## src/rtl/mem_arbiter_pkg.sv

```systemverilog
// Shared definitions for the IF/LS memory arbiter: FSM state encoding,
// requester IDs and the supported memory-latency range.
package mem_arb_pkg;

   typedef enum logic [1:0] {
      IDLE   = 2'd0,
      ACCESS = 2'd1,
      WAIT   = 2'd2,
      RESP   = 2'd3
   } state_e;

   localparam logic REQ_IF = 1'b0;
   localparam logic REQ_LS = 1'b1;

   localparam int MEM_LAT_MIN = 1;
   localparam int MEM_LAT_MAX = 7;
   localparam int CNT_W       = 3;

endpackage

```

## src/rtl/mem_arbiter_pick.sv

```systemverilog
// Combinational two-way picker between fetch and load/store requests.
// Fixed LS priority by default; MEM_ARB_RR_EN alternates on simultaneous requests.
module arb_pick
   import mem_arb_pkg::*;
(
   input  logic if_req_i,
   input  logic ls_req_i,
   input  logic last_i,
   output logic vld_o,
   output logic win_o
);

   always_comb begin
      vld_o = if_req_i | ls_req_i;
`ifdef MEM_ARB_RR_EN
      if (if_req_i && ls_req_i) begin
         win_o = ~last_i;
      end else begin
         win_o = ls_req_i ? REQ_LS : REQ_IF;
      end
`else
      win_o = ls_req_i ? REQ_LS : REQ_IF;
`endif
   end

`ifndef MEM_ARB_RR_EN
   logic unused_last;
   assign unused_last = last_i;
`endif

endmodule

```

## src/rtl/mem_arbiter.sv

```systemverilog
// Single-port memory arbiter for fetch and load/store, one access in flight,
// fixed read latency counted in WAIT. Optional round-robin via MEM_ARB_RR_EN.
module mem_arbiter
   import mem_arb_pkg::*;
#(
   parameter int ADDR_W  = 32,
   parameter int DATA_W  = 32,
   parameter int MEM_LAT = 1
) (
   input  logic              clk,
   input  logic              rst,
   input  logic              if_req,
   input  logic [ADDR_W-1:0] if_addr,
   output logic              if_gnt,
   output logic              if_rvalid,
   output logic [DATA_W-1:0] if_rdata,
   input  logic              ls_req,
   input  logic              ls_we,
   input  logic [ADDR_W-1:0] ls_addr,
   input  logic [DATA_W-1:0] ls_wdata,
   output logic              ls_gnt,
   output logic              ls_rvalid,
   output logic [DATA_W-1:0] ls_rdata,
   output logic [ADDR_W-1:0] mem_addr,
   output logic              mem_rd,
   output logic              mem_wr,
   output logic [DATA_W-1:0] mem_wdata,
   input  logic [DATA_W-1:0] mem_rdata
);

   // Out-of-range latencies are clamped so the counter always fits.
   localparam int LAT_C = (MEM_LAT < MEM_LAT_MIN) ? MEM_LAT_MIN :
                          (MEM_LAT > MEM_LAT_MAX) ? MEM_LAT_MAX : MEM_LAT;

   state_e             state_q;
   logic               own_q;
   logic [CNT_W-1:0]   cnt_q;
   logic               if_gnt_q, ls_gnt_q, if_rvalid_q, ls_rvalid_q;
   logic [DATA_W-1:0]  if_rdata_q, ls_rdata_q, mem_wdata_q;
   logic [ADDR_W-1:0]  mem_addr_q;
   logic               mem_rd_q, mem_wr_q;
   logic               last_q;

   logic               pick_vld, pick_win;
   logic               we_d;
   logic [ADDR_W-1:0]  addr_d;
   logic [DATA_W-1:0]  wdata_d;
   logic [1:0]         unused_lsb;

   arb_pick u_pick (
      .if_req_i (if_req),
      .ls_req_i (ls_req),
      .last_i   (last_q),
      .vld_o    (pick_vld),
      .win_o    (pick_win)
   );

   assign we_d       = (pick_win == REQ_LS) ? ls_we : 1'b0;
   assign addr_d     = (pick_win == REQ_LS) ? ls_addr : if_addr;
   assign wdata_d    = (pick_win == REQ_LS) ? ls_wdata : '0;
   assign unused_lsb = addr_d[1:0];

   always_ff @(posedge clk) begin
      if (rst) begin
         state_q     <= IDLE;
         own_q       <= REQ_IF;
         cnt_q       <= '0;
         if_gnt_q    <= 1'b0;
         ls_gnt_q    <= 1'b0;
         if_rvalid_q <= 1'b0;
         ls_rvalid_q <= 1'b0;
         if_rdata_q  <= '0;
         ls_rdata_q  <= '0;
         mem_addr_q  <= '0;
         mem_rd_q    <= 1'b0;
         mem_wr_q    <= 1'b0;
         mem_wdata_q <= '0;
         last_q      <= REQ_IF;
      end else begin
         if_gnt_q    <= 1'b0;
         ls_gnt_q    <= 1'b0;
         if_rvalid_q <= 1'b0;
         ls_rvalid_q <= 1'b0;
         mem_rd_q    <= 1'b0;
         mem_wr_q    <= 1'b0;
         case (state_q)
            IDLE, RESP: begin
               if (pick_vld) begin
                  own_q       <= pick_win;
                  if_gnt_q    <= (pick_win == REQ_IF);
                  ls_gnt_q    <= (pick_win == REQ_LS);
                  mem_addr_q  <= {2'b00, addr_d[ADDR_W-1:2]};
                  mem_rd_q    <= ~we_d;
                  mem_wr_q    <= we_d;
                  mem_wdata_q <= wdata_d;
`ifdef MEM_ARB_RR_EN
                  last_q      <= pick_win;
`endif
                  state_q     <= ACCESS;
               end else begin
                  state_q <= IDLE;
               end
            end
            ACCESS: begin
               // Writes complete in the strobe cycle; reads start the latency count.
               if (mem_wr_q) begin
                  state_q <= IDLE;
               end else begin
                  cnt_q   <= CNT_W'(LAT_C - 1);
                  state_q <= WAIT;
               end
            end
            WAIT: begin
               if (cnt_q != '0) begin
                  cnt_q <= cnt_q - 1'b1;
               end else begin
                  if (own_q == REQ_LS) begin
                     ls_rdata_q  <= mem_rdata;
                     ls_rvalid_q <= 1'b1;
                  end else begin
                     if_rdata_q  <= mem_rdata;
                     if_rvalid_q <= 1'b1;
                  end
                  state_q <= RESP;
               end
            end
            default: state_q <= IDLE;
         endcase
      end
   end

   assign if_gnt    = if_gnt_q;
   assign ls_gnt    = ls_gnt_q;
   assign if_rvalid = if_rvalid_q;
   assign ls_rvalid = ls_rvalid_q;
   assign if_rdata  = if_rdata_q;
   assign ls_rdata  = ls_rdata_q;
   assign mem_addr  = mem_addr_q;
   assign mem_rd    = mem_rd_q;
   assign mem_wr    = mem_wr_q;
   assign mem_wdata = mem_wdata_q;

endmodule

```

## config.mk

```make
export PLATFORM = sky130hd
export DESIGN_NAME = mem_arbiter
export DESIGN_NICKNAME = d
export VERILOG_FILES = /design/src/rtl/mem_arbiter_pkg.sv /design/src/rtl/mem_arbiter_pick.sv /design/src/rtl/mem_arbiter.sv
export SDC_FILE = /design/constraint.sdc
export NUM_CORES = 1
export LEC_CHECK = 0
export BUFFER_PORTS_ARGS = -buffer_cell sky130_fd_sc_hd__buf_2
export CAP_MARGIN = 40
export CORE_MARGIN = 2
export CORE_UTILIZATION = 46
export CTS_BUF_LIST = sky130_fd_sc_hd__clkbuf_16
export DETAILED_ROUTE_END_ITERATION = 6
export HOLD_SLACK_MARGIN = 0.02
export PLACE_DENSITY = 0.8
export REMOVE_ABC_BUFFERS = 1
export SLEW_MARGIN = 15
export SYNTH_ARGS = -nofsm -noshare
export SYNTH_HDL_FRONTEND = slang
export SYNTH_SLANG_ARGS = --single-unit
export TNS_END_PERCENT = 5
```

## constraint.sdc

```tcl
create_clock -name clk -period 1.93 [get_ports clk]
set_input_delay 0.2895 -clock clk [delete_from_list [all_inputs] [get_ports clk]]
set_output_delay 0.2895 -clock clk [all_outputs]
set_load 0.1 [all_outputs]
```

==> results.sh, run 1 <==
export IMPL_die_h_um=112
export IMPL_hp_class="input pin to flip-flop"
export IMPL_fill_cells=1007
export IMPL_rows=39
export IMPL_synthesis_area_um2=5370
export IMPL_finalCriticalPeriod_ns=1.66
export IMPL_ys_seq_area_share_pct=51.5
export IMPL_worstMarginPinSlew_ns=0.886
export IMPL_yosysWarnings=0
export IMPL_grt_pass1_wl_um=22500
export IMPL_htree_levels=4
export IMPL_synth_edf_count=0
export IMPL_worstPathRequired_ns=2.26
export IMPL_slew_headroom_pct=40.7
export IMPL_synth_seq_cells=138
export IMPL_grt_max_degree=65
export IMPL_wl_per_cell_um=14.1
export IMPL_cts_resized=0
export IMPL_grt_ovfl_total=0
export IMPL_dpl_worst_slack_ns=0.277
export IMPL_p_leak_nw=3.38
export IMPL_final_util_pct=63.9
export IMPL_min_period_over_period_pct=86.2
export IMPL_multi_input_area_um2=2240
export IMPL_clock_skew_final_ns=0.00374
export IMPL_finalWirelength_um=14300
export IMPL_cts_max_path_buffers=2
export IMPL_first_pass_iters=4
export IMPL_coreArea_um2=11400
export IMPL_p_per_area_nw_per_um2=1150
export IMPL_yosysTopAreaCell="dfxtp_1"
export IMPL_final_hold_viol_count=0
export IMPL_postCtsHoldBufs=0
export IMPL_drt_iter0_drc=377
export IMPL_cts_sinks=138
export IMPL_ir_drop_uv=726
export IMPL_rsz0062_at_grt="false"
export IMPL_track_usage_pct=22.3
export IMPL_antennaDiodeCount=0
export IMPL_dieArea_um2=12500
export IMPL_synth_distinct_cells=32
export IMPL_via_per_inst=5.04
export IMPL_gp_congestion=0.776
export IMPL_layout_drive_gt1_share_pct=36.5
export IMPL_die_x_um=112
export IMPL_finalNetCount=997
export IMPL_antenna_found_initial=0
export IMPL_route_detailed_drc=0
export IMPL_via_count=5110
export IMPL_fin_setup_tns_ns=0
export IMPL_cts_tree="built"
export IMPL_critPathLaunchType="flip-flop"
export IMPL_synthMostInstantiatedCell="nand2_1"
export IMPL_post_cts_buffers=0
export IMPL_pin_count=267
export IMPL_cts_buffers=17
export IMPL_ys_flop_type="dfxtp_1"
export IMPL_root_buffer="clkbuf_16"
export IMPL_status="finished, final reports clean"
export IMPL_setup_ws_ns=0.267
export IMPL_area_delta_synth_final_pct=36.0
export IMPL_yosys_top_cells_count="165 x nand2_1, 138 x dfxtp_1, 100 x a21oi_1, 34 x nor2_1, 33 x nand3_1"
export IMPL_setup_viol=0
export IMPL_syn_area_per_cell_um2=8.67
export IMPL_numPortBuffers=260
export IMPL_synth_top_cell_area_share_pct=51.5
export IMPL_path_class="flip-flop to flip-flop"
export IMPL_start_util_pct=47.0
export IMPL_ant_nets=0
export IMPL_seq_area_um2=2760
export IMPL_yosys_top_cells_area="dfxtp_1 51%, nand2_1 12%, a21oi_1 9.3%"
export IMPL_fin_worst_hold_slack_ns=0.0837
export IMPL_dp_hpwl_um=9970
export IMPL_critPathArrivalTime_ns=1.99
export IMPL_synthesis_instances=619
export IMPL_cp_max_fo=32
export IMPL_drv_cap=0
export IMPL_path_clk_slew_ns=0.06
export IMPL_finalMaxSlewViolations=0
export IMPL_total_power_mw=8.37
export IMPL_grt_pass1_vias=4637
export IMPL_async_flop_share_pct=0
export IMPL_endpoint_kind="flip-flop"
export IMPL_max_freq_mhz=601
export IMPL_insertion_delay_ns=0.40
==> through the flow <==
stage	cell area, um^2	std cells
floorplan	5020	566
global placement	6690	983
detailed placement	6690	983
CTS	7290	1014
global route	7290	1014
finish	7290	1014
==> routing by layer <==
layer  vias up  wire length [um]  GRT usage [%]
li1       2556                 -              -
met1      2311              5890           27.0
met2       225              7000           38.0
met3        18              1220           6.59
met4         0               231           7.89
met5         -                 0              0
==> final timing paths <==
kind,startpoint,end,slack (ns),cells past startpoint
worst max-delay path,cnt_q[0]$_SDFFE_PP0P_,ls_rdata[16]$_SDFFE_PP0P_,0.27,7
worst min register to register,mem_wdata[29]$_SDFFE_PP0P_,mem_wdata[29]$_SDFFE_PP0P_,0.45,2
worst max register to register,cnt_q[0]$_SDFFE_PP0P_,ls_rdata[16]$_SDFFE_PP0P_,0.27,7
worst min-delay path,ls_we,mem_rd$_SDFF_PP0_,0.08,2
==> flip-flops by register name, indices dropped and copies added, names as in the netlist, 2 cells and up <==
register and count:
if_rdata 32, ls_rdata 32, mem_wdata 32, mem_addr 30, cnt_q 3, state_q 2
==> cell type report <==
| type | instances | area share, % |
|---|---|---|
| Clock buffer | 17 | 5.83 |
| Clock inverter | 14 | 2.47 |
| Inverter | 6 | 0.309 |
| Multi-Input combinational cell | 422 | 30.7 |
| Sequential cell | 138 | 37.9 |
| Tap cell | 143 | 2.45 |
| Timing Repair Buffer | 274 | 20.3 |
==> logic make-up after synthesis <==
logic type,share of synthesized area (%)
compound gates,16.4
fa+ha+maj,1.17
buf+inv,6.83
flops,51.5
mux,5.60
other cells,0.0699
simple gates,18.4
==> power breakdown <==
group	switching (mW)	total (mW)	internal [mW]
Sequential	0.0739	3.08	3.01
Clock	1.18	3.32	2.14
Combinational	1.58	1.98	0.398
==> critical path, cell delays in order, from the launching register on <==
cell and delay (ns):
dfxtp_1 0.32, inv_1 0.07, ha_1 0.14, ha_1 0.23
and3_1 0.18, buf_4 0.34, nand2_1 0.12, a21oi_1 0.16
==> placed cells by master, fill, tap and decap left out, types with 5 or more instances in the layout <==
cell	instances
buf_2	259
nand2_1	165
dfxtp_1	138
a21oi_1	100
nor2_1	34
nand3_1	33
mux2i_1	30
a211oi_1	20
clkbuf_16	17
a211oi_2	12
buf_4	9
inv_1	7
buf_12	6
ha_1	5
(Power assumes the default switching activity.)
==> run 2: changes to the inputs <==
--- a/config.mk
+++ b/config.mk
@@ -9,7 +9,6 @@
 export CAP_MARGIN = 40
 export CORE_MARGIN = 2
 export CORE_UTILIZATION = 46
-export CTS_BUF_LIST = sky130_fd_sc_hd__clkbuf_16
 export DETAILED_ROUTE_END_ITERATION = 6
 export HOLD_SLACK_MARGIN = 0.02
 export PLACE_DENSITY = 0.8
==> constraint.sdc (replaced) <==
create_clock -name clk -period 1.93 [get_ports clk]
set_input_delay 0.386 -clock clk [delete_from_list [all_inputs] [get_ports clk]]
set_output_delay 0.386 -clock clk [all_outputs]
set_load 0.05 [all_outputs]
==> run 2 against run 1 <==
Net effect:
- clock skew grew 0.0030 ns
- final area is essentially flat
- clock power is essentially flat
- via count shrank 0.37%
- largest cell class unchanged
==> results.sh, run 2 (synthesis results as in run 1) <==
export IMPL_status="finished, final reports clean"
export IMPL_dieArea_um2=12500
export IMPL_fill_cells=988
export IMPL_setup_ws_ns=0.284
export IMPL_grt_ovfl_total=0
export IMPL_route_detailed_drc=0
export IMPL_root_buffer="clkbuf_16"
export IMPL_fin_worst_hold_slack_ns=0.164
export IMPL_path_clk_slew_ns=0.06
export IMPL_worstMarginPinSlew_ns=0.863
export IMPL_path_class="flip-flop to flip-flop"
export IMPL_cts_max_path_buffers=2
export IMPL_dp_hpwl_um=10100
export IMPL_postCtsHoldBufs=0
export IMPL_grt_pass1_wl_um=22200
export IMPL_slew_headroom_pct=42.3
export IMPL_p_leak_nw=3.37
export IMPL_rsz0062_at_grt="false"
export IMPL_insertion_delay_ns=0.41
export IMPL_drv_cap=0
export IMPL_htree_levels=4
export IMPL_critPathArrivalTime_ns=1.99
export IMPL_track_usage_pct=22.3
export IMPL_p_per_area_nw_per_um2=1070
export IMPL_rows=39
export IMPL_dp_cells=981
export IMPL_finalNonFillerCells=1013
export IMPL_die_x_um=112
export IMPL_final_cell_mix="259 x buf_2, 165 x nand2_1, 138 x dfxtp_1"
export IMPL_die_h_um=112
export IMPL_via_per_inst=5.03
export IMPL_finalMaxSlewViolations=0
export IMPL_max_freq_mhz=607
export IMPL_start_util_pct=47.0
export IMPL_wl_per_cell_um=14.2
export IMPL_finalWirelength_um=14400
export IMPL_final_hold_viol_count=0
export IMPL_endpoint_kind="flip-flop"
export IMPL_critPathLaunchType="flip-flop"
export IMPL_layout_drive_gt1_share_pct=36.7
export IMPL_cts_sinks=138
export IMPL_total_power_mw=7.79
export IMPL_cts_buffers=17
export IMPL_clock_skew_final_ns=0.00671
export IMPL_numPortBuffers=260
export IMPL_antennaDiodeCount=0
export IMPL_min_period_over_period_pct=85.3
export IMPL_mostFrequentLayoutCell="buf_2"
export IMPL_ant_nets=0
export IMPL_ir_drop_uv=773
export IMPL_grt_max_degree=66
export IMPL_area_delta_synth_final_pct=35.9
export IMPL_setup_viol=0
export IMPL_via_count=5091
export IMPL_finalNetCount=995
export IMPL_fin_area_um2=7290
export IMPL_cts_tree="built"
export IMPL_hp_class="input pin to flip-flop"
export IMPL_antenna_found_initial=2
export IMPL_worstPathRequired_ns=2.27
export IMPL_first_pass_iters=4
export IMPL_coreArea_um2=11400
export IMPL_dpl_worst_slack_ns=0.272
export IMPL_cp_max_fo=35
export IMPL_pin_count=267
export IMPL_cts_resized=0
export IMPL_grt_pass1_vias=4530
export IMPL_placed_area_um2=6670
export IMPL_gp_congestion=0.763
export IMPL_post_cts_buffers=0
export IMPL_finalCriticalPeriod_ns=1.65
export IMPL_drt_iter0_drc=483
==> run 2: changes by cell type in the layout (fill, tap and decap cells not counted) <==
cell | before | now
clkinv_2 | 4 | 2
buf_4 | 9 | 7
clkinv_4 | 1 | 3
clkbuf_8 | 0 | 6
inv_6 | 1 | 0
bufinv_16 | 4 | 2
inv_1 | 7 | 6
clkinv_1 | 1 | 0
==> run 2: area by class of cell <==
type	count	area, um^2	area share [%]
clock buffers	23	508	6.97
clock inverters	9	111	1.53
inverters	6	22.5	0.309
multi-input cells	422	2240	30.7
flip-flops and latches	138	2760	37.9
well taps	143	179	2.45
repair buffers	272	1470	20.1
==> run 2: metal layers <==
layer  track usage, %  routed length (um)  vias to the layer above
met3             6.91                1350                       26
li1                 -                   -                     2554
met1             26.4                5730                     2275
met4             9.67                 306                        2
met2             37.3                7020                      234
met5                0                  13                        -
==> run 2: worst paths after layout <==
| path | slack, ns | to | cells after the start | start |
|---|---|---|---|---|
| worst max-delay path | 0.28 | mem_wdata[2]$_SDFFE_PP0P_ | 6 | state_q[0]$_SDFFE_PP0P_ |
| worst min-delay path | 0.16 | mem_rd$_SDFF_PP0_ | 2 | ls_we |
| worst max register to register | 0.28 | mem_wdata[2]$_SDFFE_PP0P_ | 6 | state_q[0]$_SDFFE_PP0P_ |
| worst min register to register | 0.45 | mem_wdata[19]$_SDFFE_PP0P_ | 2 | mem_wdata[19]$_SDFFE_PP0P_ |
==> run 2: power by group <==
group / leakage (nW) / internal, mW / switching (mW) / total (mW)
Clock: 0.301 / 2.11 / 1.19 / 3.30
Combinational: 1.95 / 0.395 / 1.01 / 1.40
Sequential: 1.13 / 3.01 / 0.0748 / 3.08
==> run 2: critical path, cell delays in order (launching register included) <==
cell and delay (ns):
dfxtp_1 0.35, inv_1 0.07, ha_1 0.32, buf_4 0.22, o21ai_4 0.34, nand2_1 0.11
a21oi_1 0.16
==> run 2: through the flow <==
step	TNS [ns]	util (%)
finish	0	63.9
global route	0	63.9
CTS	0	63.9
detailed placement	0	58.4
global placement	0	58.4
floorplan	-31.25	-
